`config.mk`:
```
export PLATFORM = sky130hd
export DESIGN_NAME = id_ex_stage_flat
export DESIGN_NICKNAME = d
export VERILOG_FILES = /design/src/rtl/id_ex_stage_if.sv /design/src/rtl/id_ex_stage.sv /design/src/flat_wrapper.sv
export SDC_FILE = /design/constraint.sdc
export NUM_CORES = 1
export LEC_CHECK = 0
export ABC_AREA = 1
export BUFFER_PORTS_ARGS = -buffer_cell sky130_fd_sc_hd__buf_2
export CAP_MARGIN = 20
export CORE_ASPECT_RATIO = 0.6
export CORE_MARGIN = 2
export CORE_UTILIZATION = 40
export CTS_BUF_LIST = sky130_fd_sc_hd__clkbuf_8
export DETAILED_ROUTE_END_ITERATION = 12
export PLACE_DENSITY = 0.66
export SYNTH_ARGS = -nofsm -noshare
export SYNTH_HDL_FRONTEND = slang
export SYNTH_SLANG_ARGS = --single-unit
```
`constraint.sdc`:
```
create_clock -name clk -period 4.1 [get_ports clk]
set_clock_uncertainty 0.15 [all_clocks]
set_input_delay 0.205 -clock clk [delete_from_list [all_inputs] [get_ports clk]]
set_output_delay 0.205 -clock clk [all_outputs]
set_load 0.005 [all_outputs]
```
`src/rtl/id_ex_stage_if.sv`:
```
// Decode-to-execute bundle: decode fields, forwarding sources and the EX-side results.
// The master side drives decode and forwarding, the slave side is the ID/EX register.
interface id_ex_stage_if #(
    parameter int ALU_OP_W = 4
);
    logic                stall;
    logic                flush;
    logic                id_valid;
    logic [4:0]          id_rs;
    logic [4:0]          id_rt;
    logic [31:0]         id_r_data1;
    logic [31:0]         id_r_data2;
    logic [4:0]          id_rd;
    logic [31:0]         id_imm;
    logic [ALU_OP_W-1:0] id_alu_op;
    logic                id_alu_src;
    logic                id_reg_w;
    logic                id_mem_read;
    logic                id_mem_write;
    logic                id_mem_to_reg;
    logic                exmem_reg_w;
    logic [4:0]          exmem_rd;
    logic [31:0]         exmem_result;
    logic                memwb_reg_w;
    logic [4:0]          memwb_rd;
    logic [31:0]         memwb_data;
    logic                hazard_stall;
    logic                ex_valid;
    logic [31:0]         ex_op_a;
    logic [31:0]         ex_op_b;
    logic [31:0]         ex_store_data;
    logic [4:0]          ex_rd;
    logic [ALU_OP_W-1:0] ex_alu_op;
    logic                ex_reg_w;
    logic                ex_mem_read;
    logic                ex_mem_write;
    logic                ex_mem_to_reg;

    modport master (
        output stall, flush, id_valid, id_rs, id_rt, id_r_data1, id_r_data2, id_rd,
               id_imm, id_alu_op, id_alu_src, id_reg_w, id_mem_read, id_mem_write,
               id_mem_to_reg, exmem_reg_w, exmem_rd, exmem_result,
               memwb_reg_w, memwb_rd, memwb_data,
        input  hazard_stall, ex_valid, ex_op_a, ex_op_b, ex_store_data, ex_rd,
               ex_alu_op, ex_reg_w, ex_mem_read, ex_mem_write, ex_mem_to_reg
    );

    modport slave (
        input  stall, flush, id_valid, id_rs, id_rt, id_r_data1, id_r_data2, id_rd,
               id_imm, id_alu_op, id_alu_src, id_reg_w, id_mem_read, id_mem_write,
               id_mem_to_reg, exmem_reg_w, exmem_rd, exmem_result,
               memwb_reg_w, memwb_rd, memwb_data,
        output hazard_stall, ex_valid, ex_op_a, ex_op_b, ex_store_data, ex_rd,
               ex_alu_op, ex_reg_w, ex_mem_read, ex_mem_write, ex_mem_to_reg
    );
endinterface

```
`src/rtl/id_ex_stage.sv`:
```
// ID/EX pipeline register with write-back bypass at capture, EX/MEM and MEM/WB
// operand forwarding, and load-use hazard detection.
module id_ex_stage #(
    parameter int ZERO_REG_HARDWIRED = 1,
    parameter int ALU_OP_W           = 4
) (
    input logic           clk,
    input logic           rst_n,
    id_ex_stage_if.slave  bus
);
    typedef struct packed {
        logic                valid;
        logic [4:0]          rs;
        logic [4:0]          rt;
        logic [4:0]          rd;
        logic [31:0]         data_a;
        logic [31:0]         data_b;
        logic [31:0]         imm;
        logic [ALU_OP_W-1:0] alu_op;
        logic                alu_src;
        logic                reg_w;
        logic                mem_read;
        logic                mem_write;
        logic                mem_to_reg;
    } slot_t;

    slot_t       ex_q;
    slot_t       id_slot;
    logic        hazard;
    logic [31:0] fwd_a;
    logic [31:0] fwd_b;

    function automatic logic src_hit(input logic w_en, input logic [4:0] w_addr,
                                     input logic [4:0] src);
        return w_en && (w_addr == src) && ((ZERO_REG_HARDWIRED == 0) || (src != 5'd0));
    endfunction

    function automatic logic [31:0] forward_sel(input logic [4:0] src, input logic [31:0] data,
                                                input logic ex_w, input logic [4:0] ex_rd,
                                                input logic [31:0] ex_res, input logic wb_w,
                                                input logic [4:0] wb_rd, input logic [31:0] wb_data);
        if ((ZERO_REG_HARDWIRED != 0) && (src == 5'd0)) begin
            return 32'd0;
        end
        if (src_hit(ex_w, ex_rd, src)) begin
            return ex_res;
        end
        if (src_hit(wb_w, wb_rd, src)) begin
            return wb_data;
        end
        return data;
    endfunction

    // The write-back bypass covers a regfile write landing on the same edge as this capture.
    always_comb begin
        id_slot = '0;
        if (bus.id_valid) begin
            id_slot.valid      = 1'b1;
            id_slot.rs         = bus.id_rs;
            id_slot.rt         = bus.id_rt;
            id_slot.rd         = bus.id_rd;
            id_slot.data_a     = src_hit(bus.memwb_reg_w, bus.memwb_rd, bus.id_rs)
                                 ? bus.memwb_data : bus.id_r_data1;
            id_slot.data_b     = src_hit(bus.memwb_reg_w, bus.memwb_rd, bus.id_rt)
                                 ? bus.memwb_data : bus.id_r_data2;
            id_slot.imm        = bus.id_imm;
            id_slot.alu_op     = bus.id_alu_op;
            id_slot.alu_src    = bus.id_alu_src;
            id_slot.reg_w      = bus.id_reg_w;
            id_slot.mem_read   = bus.id_mem_read;
            id_slot.mem_write  = bus.id_mem_write;
            id_slot.mem_to_reg = bus.id_mem_to_reg;
        end
    end

    assign hazard = rst_n && !bus.flush && ex_q.valid && ex_q.mem_read && bus.id_valid &&
                    ((ex_q.rd == bus.id_rs) || (ex_q.rd == bus.id_rt)) && (ex_q.rd != 5'd0);

    // Flush outranks stall so a redirect kills the slot even while frozen.
    always_ff @(posedge clk) begin
        if (!rst_n) begin
            ex_q <= '0;
        end else if (bus.flush) begin
            ex_q <= '0;
        end else if (bus.stall) begin
            ex_q <= ex_q;
        end else if (hazard) begin
            ex_q <= '0;
        end else begin
            ex_q <= id_slot;
        end
    end

    always_comb begin
        fwd_a = forward_sel(ex_q.rs, ex_q.data_a, bus.exmem_reg_w, bus.exmem_rd, bus.exmem_result,
                            bus.memwb_reg_w, bus.memwb_rd, bus.memwb_data);
        fwd_b = forward_sel(ex_q.rt, ex_q.data_b, bus.exmem_reg_w, bus.exmem_rd, bus.exmem_result,
                            bus.memwb_reg_w, bus.memwb_rd, bus.memwb_data);
    end

    assign bus.hazard_stall  = hazard;
    assign bus.ex_valid      = ex_q.valid;
    assign bus.ex_op_a       = fwd_a;
    assign bus.ex_op_b       = ex_q.alu_src ? ex_q.imm : fwd_b;
    assign bus.ex_store_data = fwd_b;
    assign bus.ex_rd         = ex_q.rd;
    assign bus.ex_alu_op     = ex_q.alu_op;
    assign bus.ex_reg_w      = ex_q.reg_w;
    assign bus.ex_mem_read   = ex_q.mem_read;
    assign bus.ex_mem_write  = ex_q.mem_write;
    assign bus.ex_mem_to_reg = ex_q.mem_to_reg;
endmodule

```
`src/flat_wrapper.sv`:
```
// flat-port wrapper written by rule: the top's interface ports become plain ports
module id_ex_stage_flat 
#(
    parameter int ZERO_REG_HARDWIRED = 1,
    parameter int ALU_OP_W           = 4
)
  (clk, rst_n, bus_stall, bus_flush, bus_id_valid, bus_id_rs, bus_id_rt, bus_id_r_data1, bus_id_r_data2, bus_id_rd, bus_id_imm, bus_id_alu_op, bus_id_alu_src, bus_id_reg_w, bus_id_mem_read, bus_id_mem_write, bus_id_mem_to_reg, bus_exmem_reg_w, bus_exmem_rd, bus_exmem_result, bus_memwb_reg_w, bus_memwb_rd, bus_memwb_data, bus_hazard_stall, bus_ex_valid, bus_ex_op_a, bus_ex_op_b, bus_ex_store_data, bus_ex_rd, bus_ex_alu_op, bus_ex_reg_w, bus_ex_mem_read, bus_ex_mem_write, bus_ex_mem_to_reg);
  id_ex_stage_if #(.ALU_OP_W(ALU_OP_W)) bus_i ();
  input logic clk;
  input logic rst_n;
  input wire logic [$bits(bus_i.stall)-1:0] bus_stall;
  input wire logic [$bits(bus_i.flush)-1:0] bus_flush;
  input wire logic [$bits(bus_i.id_valid)-1:0] bus_id_valid;
  input wire logic [$bits(bus_i.id_rs)-1:0] bus_id_rs;
  input wire logic [$bits(bus_i.id_rt)-1:0] bus_id_rt;
  input wire logic [$bits(bus_i.id_r_data1)-1:0] bus_id_r_data1;
  input wire logic [$bits(bus_i.id_r_data2)-1:0] bus_id_r_data2;
  input wire logic [$bits(bus_i.id_rd)-1:0] bus_id_rd;
  input wire logic [$bits(bus_i.id_imm)-1:0] bus_id_imm;
  input wire logic [$bits(bus_i.id_alu_op)-1:0] bus_id_alu_op;
  input wire logic [$bits(bus_i.id_alu_src)-1:0] bus_id_alu_src;
  input wire logic [$bits(bus_i.id_reg_w)-1:0] bus_id_reg_w;
  input wire logic [$bits(bus_i.id_mem_read)-1:0] bus_id_mem_read;
  input wire logic [$bits(bus_i.id_mem_write)-1:0] bus_id_mem_write;
  input wire logic [$bits(bus_i.id_mem_to_reg)-1:0] bus_id_mem_to_reg;
  input wire logic [$bits(bus_i.exmem_reg_w)-1:0] bus_exmem_reg_w;
  input wire logic [$bits(bus_i.exmem_rd)-1:0] bus_exmem_rd;
  input wire logic [$bits(bus_i.exmem_result)-1:0] bus_exmem_result;
  input wire logic [$bits(bus_i.memwb_reg_w)-1:0] bus_memwb_reg_w;
  input wire logic [$bits(bus_i.memwb_rd)-1:0] bus_memwb_rd;
  input wire logic [$bits(bus_i.memwb_data)-1:0] bus_memwb_data;
  output wire logic [$bits(bus_i.hazard_stall)-1:0] bus_hazard_stall;
  output wire logic [$bits(bus_i.ex_valid)-1:0] bus_ex_valid;
  output wire logic [$bits(bus_i.ex_op_a)-1:0] bus_ex_op_a;
  output wire logic [$bits(bus_i.ex_op_b)-1:0] bus_ex_op_b;
  output wire logic [$bits(bus_i.ex_store_data)-1:0] bus_ex_store_data;
  output wire logic [$bits(bus_i.ex_rd)-1:0] bus_ex_rd;
  output wire logic [$bits(bus_i.ex_alu_op)-1:0] bus_ex_alu_op;
  output wire logic [$bits(bus_i.ex_reg_w)-1:0] bus_ex_reg_w;
  output wire logic [$bits(bus_i.ex_mem_read)-1:0] bus_ex_mem_read;
  output wire logic [$bits(bus_i.ex_mem_write)-1:0] bus_ex_mem_write;
  output wire logic [$bits(bus_i.ex_mem_to_reg)-1:0] bus_ex_mem_to_reg;
  assign bus_i.stall = bus_stall;
  assign bus_i.flush = bus_flush;
  assign bus_i.id_valid = bus_id_valid;
  assign bus_i.id_rs = bus_id_rs;
  assign bus_i.id_rt = bus_id_rt;
  assign bus_i.id_r_data1 = bus_id_r_data1;
  assign bus_i.id_r_data2 = bus_id_r_data2;
  assign bus_i.id_rd = bus_id_rd;
  assign bus_i.id_imm = bus_id_imm;
  assign bus_i.id_alu_op = bus_id_alu_op;
  assign bus_i.id_alu_src = bus_id_alu_src;
  assign bus_i.id_reg_w = bus_id_reg_w;
  assign bus_i.id_mem_read = bus_id_mem_read;
  assign bus_i.id_mem_write = bus_id_mem_write;
  assign bus_i.id_mem_to_reg = bus_id_mem_to_reg;
  assign bus_i.exmem_reg_w = bus_exmem_reg_w;
  assign bus_i.exmem_rd = bus_exmem_rd;
  assign bus_i.exmem_result = bus_exmem_result;
  assign bus_i.memwb_reg_w = bus_memwb_reg_w;
  assign bus_i.memwb_rd = bus_memwb_rd;
  assign bus_i.memwb_data = bus_memwb_data;
  assign bus_hazard_stall = bus_i.hazard_stall;
  assign bus_ex_valid = bus_i.ex_valid;
  assign bus_ex_op_a = bus_i.ex_op_a;
  assign bus_ex_op_b = bus_i.ex_op_b;
  assign bus_ex_store_data = bus_i.ex_store_data;
  assign bus_ex_rd = bus_i.ex_rd;
  assign bus_ex_alu_op = bus_i.ex_alu_op;
  assign bus_ex_reg_w = bus_i.ex_reg_w;
  assign bus_ex_mem_read = bus_i.ex_mem_read;
  assign bus_ex_mem_write = bus_i.ex_mem_write;
  assign bus_ex_mem_to_reg = bus_i.ex_mem_to_reg;
  id_ex_stage #(.ZERO_REG_HARDWIRED(ZERO_REG_HARDWIRED), .ALU_OP_W(ALU_OP_W)) u_core (.clk(clk), .rst_n(rst_n), .bus(bus_i));
endmodule
```
=== Yosys cells after proc, flatten, opt, wreduce, memory -nomap -nowiden ===
Cells that the tools add are included.

* Input port bits: 201
* Logic and storage cells: 79
* Output and inout port bits: 111
* Register bits: 121

* Muxes and demuxes: 29
* Eq/ne operators: 8
* Reductions and logical operators: 28
* Bitwise operators: 1

{| class="wikitable"
|+ Operators by type and width
! operator !! count
|-
| $mux W32 || 15
|-
| $mux W121 || 2
|-
| $eq A5 B5 Y1 || 8
|-
| $reduce_bool A5 Y1 || 5
|-
| $logic_and A1 B1 Y1 || 18
|-
| $mux W1 || 12
|-
| $logic_not A5 Y1 || 2
|-
| $reduce_or A2 Y1 || 1
|-
| $logic_not A1 Y1 || 1
|-
| $logic_or A1 B1 Y1 || 1
|-
| $not A1 Y1 || 1
|}

=== Depth between registers and ports, before layout ===
* Depth in word-level cells: 11
* Depth in mapped cells: 11
* Depth with buffers taken out: 10

=== Worst setup path after synthesis ===
No wires, ideal clock.

* Kind: register to output
* Start: register u_core.ex_q[119] (netlist bit)
* End: output port bus_ex_op_a[1]
* Path slack: 2.224 ns
* Stages on the path, launching flop included: 11
* Arrival time: 1.521 ns
* Path through: dfxtp_1 -> nor3_2 -> nand3_2 -> and2_1 -> buf_6 -> and2_4 -> buf_6 -> buf_6 -> nor2_2 -> nor2_1 -> nor2_1

* Cells in the longest elaborated chain, start to end: 9
* Elaborated cells between the ends (all ways): 19

{| class="wikitable"
|+ RTL lines
! item !! RTL line !! RTL
|-
| from (decl) || id_ex_stage.sv:27 || <nowiki>slot_t ex_q;</nowiki>
|-
| from (signal assigned) || id_ex_stage.sv:86 || <nowiki>ex_q <= ex_q;</nowiki>
|-
| from (signal assigned) || id_ex_stage.sv:90 || <nowiki>ex_q <= id_slot;</nowiki>
|-
| $eq A5 B5 Y1 || id_ex_stage.sv:35 || <nowiki>return w_en && (w_addr == src) && ((ZERO_REG_HARDWIRED == 0) || (src != 5'd0));</nowiki>
|-
| $logic_and A1 B1 Y1 (2 in series) || id_ex_stage.sv:35 ||
|-
| $mux W1 (2 in series) || id_ex_stage.sv:48 || <nowiki>if (src_hit(wb_w, wb_rd, src)) begin</nowiki>
|-
| $mux W1 || id_ex_stage.sv:45 || <nowiki>if (src_hit(ex_w, ex_rd, src)) begin</nowiki>
|-
| $mux W32 || id_ex_stage.sv:51 || <nowiki>return data;</nowiki>
|-
| $mux W32 || id_ex_stage.sv:48 ||
|-
| $mux W32 (*) || id_ex_stage.sv:45 ||
|-
| to (decl) || flat_wrapper.sv:34 || <nowiki>output wire logic [$bits(bus_i.ex_op_a)-1:0] bus_ex_op_a;</nowiki>
|}

Every way passes the cells marked *; elsewhere a longest branch is shown, timed or not. The select of a mux whose other input is x is not followed.

=== Worst setup path after layout ===
* Start: register u_core.ex_q[117] (netlist bit)
* End: output port bus_ex_op_a[25]

Same word-level chain as after synthesis.

==> results_dict.tcl <==
set metrics [dict create \
    syn-num-nets 1762 \
    drc_errors 0 \
    powerDensity_nw_per_um2 247 \
    ant_nets 0 \
    grt_max_degree 73 \
    synth.yosys.seq_area_share_pct 26.7 \
    clkTransAtPathRegs_ns 0.09 \
    routedWlPerCell_um 18.1 \
    hpwl_mm 26.0 \
    critPathKind "flip-flop to output pin" \
    crit_chain "inv_1 -> nand2_1 -> nand2_1 -> nor3_4 -> buf_4 -> and2_4 -> nor2_2 -> nor2_1 -> nor2_1 -> buf_2" \
    grtUsageTotal_pct 32.2 \
    drv_slew 0 \
    crit_buf_inv 3 \
    final_nets 2080 \
    ys_types 27 \
    crit_slowest_cell "and2_4" \
    worstPathArrival_ns 3.01 \
    synth_cells 1561 \
    ir_drop_v 0.000195 \
    netlist_area_um2 9090 \
    hold_violations 0 \
    ioPinCount 312 \
    core_um2 22200 \
    htreeDepth 4 \
    largest_reg_flops 107 \
    r2r-start "u_core.bus.ex_rd[4]$_SDFFE_PP0N_" \
    p_leak_uw 0.00598 \
    rsz0062_at_grt "false" \
    worstSetupStartpointType "flip-flop" \
    slowest_delay_ns 0.68 \
    cts_buffer_depth 2 \
    overflow 0 \
    die_y_um 121 \
    setup_viol 0 \
    antenna_found_initial 4 \
    hp-class "primary input to flip-flop" \
    dpl_cell_area_um2 10700 \
    wl_mm 39.8 \
    cp.required_ns 3.74 \
    fmaxAchievable_mhz 298 \
    ys_warn_count 0 \
    drtIter0Drc 1359 \
    clock_latency_ns 0.46 \
    slew_headroom_pct 28.1 \
    cts_tree "built" \
    fp.dieW_um 199 \
    regMostFlops "u_core.ex_q" \
    min_period_over_period_pct 82.0 \
    cap_violations 0 \
    drt-pass1-iter-count 8 \
    numCtsBuffers 17 \
    drive_above_1_share_pct 21.7 \
    row_count 42 \
    place.gp.congestion 0.885 \
    cp_top_family "simple AND/OR/NAND/NOR gates" \
    num_vias 11856 \
    cp-startpoint "u_core.ex_q[117]$_SDFFE_PP0N_" \
    worst_setup_path_end_kind "output pin" \
    worstMarginPinSlew_ns 1.08 \
    post_cts_buffers 0 \
    initial_utilization_pct 41.0 \
    synth_seq_cells 121 \
    critPathMaxFanout 33 \
    root_buffer "clkbuf_8" \
    hp-start "bus_id_r_data2[12]" \
    period_minus_slack_ns 3.36 \
    area_growth_pct 33.1 \
    grt_pass1_wl_mm 59.5 \
    numPortBuffers 311 \
    dieArea_um2 24000 \
    first_global_vias 10803 \
    viasPerCell 5.38 \
    num-fill-cells 2313 \
    outcome "completed" \
    fin_util_pct 54.5 \
    syn_avg_cell_area_um2 5.82 \
    clock-sinks 121 \
    final_area_um2 12100 \
    setup-tns-final_ns 0 \
]
-- report_power, final --
| part | internal [uW] | total (uW) | switching (uW) |
|---|---|---|---|
| registers | 1200 | 1210 | 15.8 |
| logic | 260 | 658 | 398 |
| clock network | 565 | 1110 | 548 |
-- layout by cell type, fill, tap and decap left out, drive strengths merged, types with 34 or more instances in the layout --
cell type / count
a21oi: 158
nand3: 317
inv: 170
nor2: 120
buf: 335
o21ai: 40
o21bai: 64
and2: 34
nand2: 384
dlygate4sd3: 95
dfxtp: 121
-- worst reg2reg max path: stages, from the launching register on --
cell     delay (ns)
dfxtp_1        0.39
nor2_1         0.13
nand2_1        0.06
o31ai_1        0.20
inv_1          0.11
nand2_4        0.60
buf_12         0.42
nand3_1        0.16
a21oi_1        0.18
-- stage by stage --
step	std cells	setup WS [ns]	total power [uW]	hold slack (ns)
3_3_place_gp	2071	1.27	1800	0.293
2_1_floorplan	1561	2.22	1550	0.216
3_5_place_dp	2073	1.25	1810	0.305
6_report	2202	0.739	2990	0.0172
4_1_cts	2199	0.767	2980	0.000330
5_1_grt	2202	0.602	3110	0.0176
-- synthesized netlist by cell type --
cell | count | area share (%)
nand3_2 | 1 | 0.11
o21ai_0 | 39 | 2.1
nand4_1 | 2 | 0.14
xor2_1 | 9 | 0.87
o22ai_1 | 2 | 0.14
nand3_1 | 316 | 17
nor3_1 | 1 | 0.055
buf_1 | 8 | 0.33
o31ai_1 | 1 | 0.083
nor2_1 | 90 | 3.7
and2_1 | 33 | 2.3
nand3b_1 | 1 | 0.083
nor3_2 | 4 | 0.44
nor2_2 | 30 | 2.1
o21bai_1 | 64 | 5.3
buf_4 | 9 | 0.74
inv_1 | 168 | 6.9
and2_4 | 1 | 0.096
buf_6 | 5 | 0.62
clkbuf_1 | 83 | 3.4
inv_2 | 1 | 0.041
buf_2 | 26 | 1.4
dfxtp_1 | 121 | 27
a21oi_1 | 158 | 8.7
xnor2_1 | 3 | 0.29
nand2_1 | 384 | 16
o21ai_1 | 1 | 0.055
-- kinds of logic (layout without fill, tap and decap cells) --
logic type | after synthesis | count (layout) | share of synthesized area (%)
DFF | 121 | 121 | 26.7
AOI/OAI and AO/OA | 265 | 265 | 16.4
and+or+nand+nor | 863 | 863 | 42.2
buffers and inverters | 300 | 630 | 13.5
xor gates and xnor gates | 12 | 12 | 1.16
other | 0 | 3 | 0
-- layer usage --
metal  vias up  global-route usage (%)  wire length, um
met1      5434                    45.3            17700
met4         2                    9.79              711
met2       723                    48.5            17100
li1       5637                       -                -
met5         -                       0               13
met3        60                    7.39             4270
-- layout make-up --
type / count / area [um^2] / area share [%]
multi-input combinational: 1140 / 5520 / 45.6
timing repair buffer: 430 / 2740 / 22.7
sequential: 121 / 2420 / 20.0
inverter: 169 / 634 / 5.24
tap: 308 / 385 / 3.19
clock buffer: 19 / 262 / 2.16
clock inverter: 12 / 128 / 1.06
antenna: 3 / 7.51 / 0.0621
-- final timing paths --
path | endpoint | depth (start not counted) | slack (ns)
worst min-delay path | u_core.ex_q[53]$_SDFFE_PP0N_ | 6 | 0.02
worst max-delay path | bus_ex_op_a[25] | 10 | 0.74
worst max register to register | u_core.ex_q[32]$_SDFFE_PP0N_ | 8 | 1.64
worst min register to register | u_core.ex_q[73]$_SDFFE_PP0N_ | 2 | 0.32
-- repair_timing --
item	4_1_cts	5_1_grt
endpoints found under the hold margin	108	0
resized for setup	0	0
hold buffers	95	0
No activity file was read; power rests on OpenSTA's default activity.
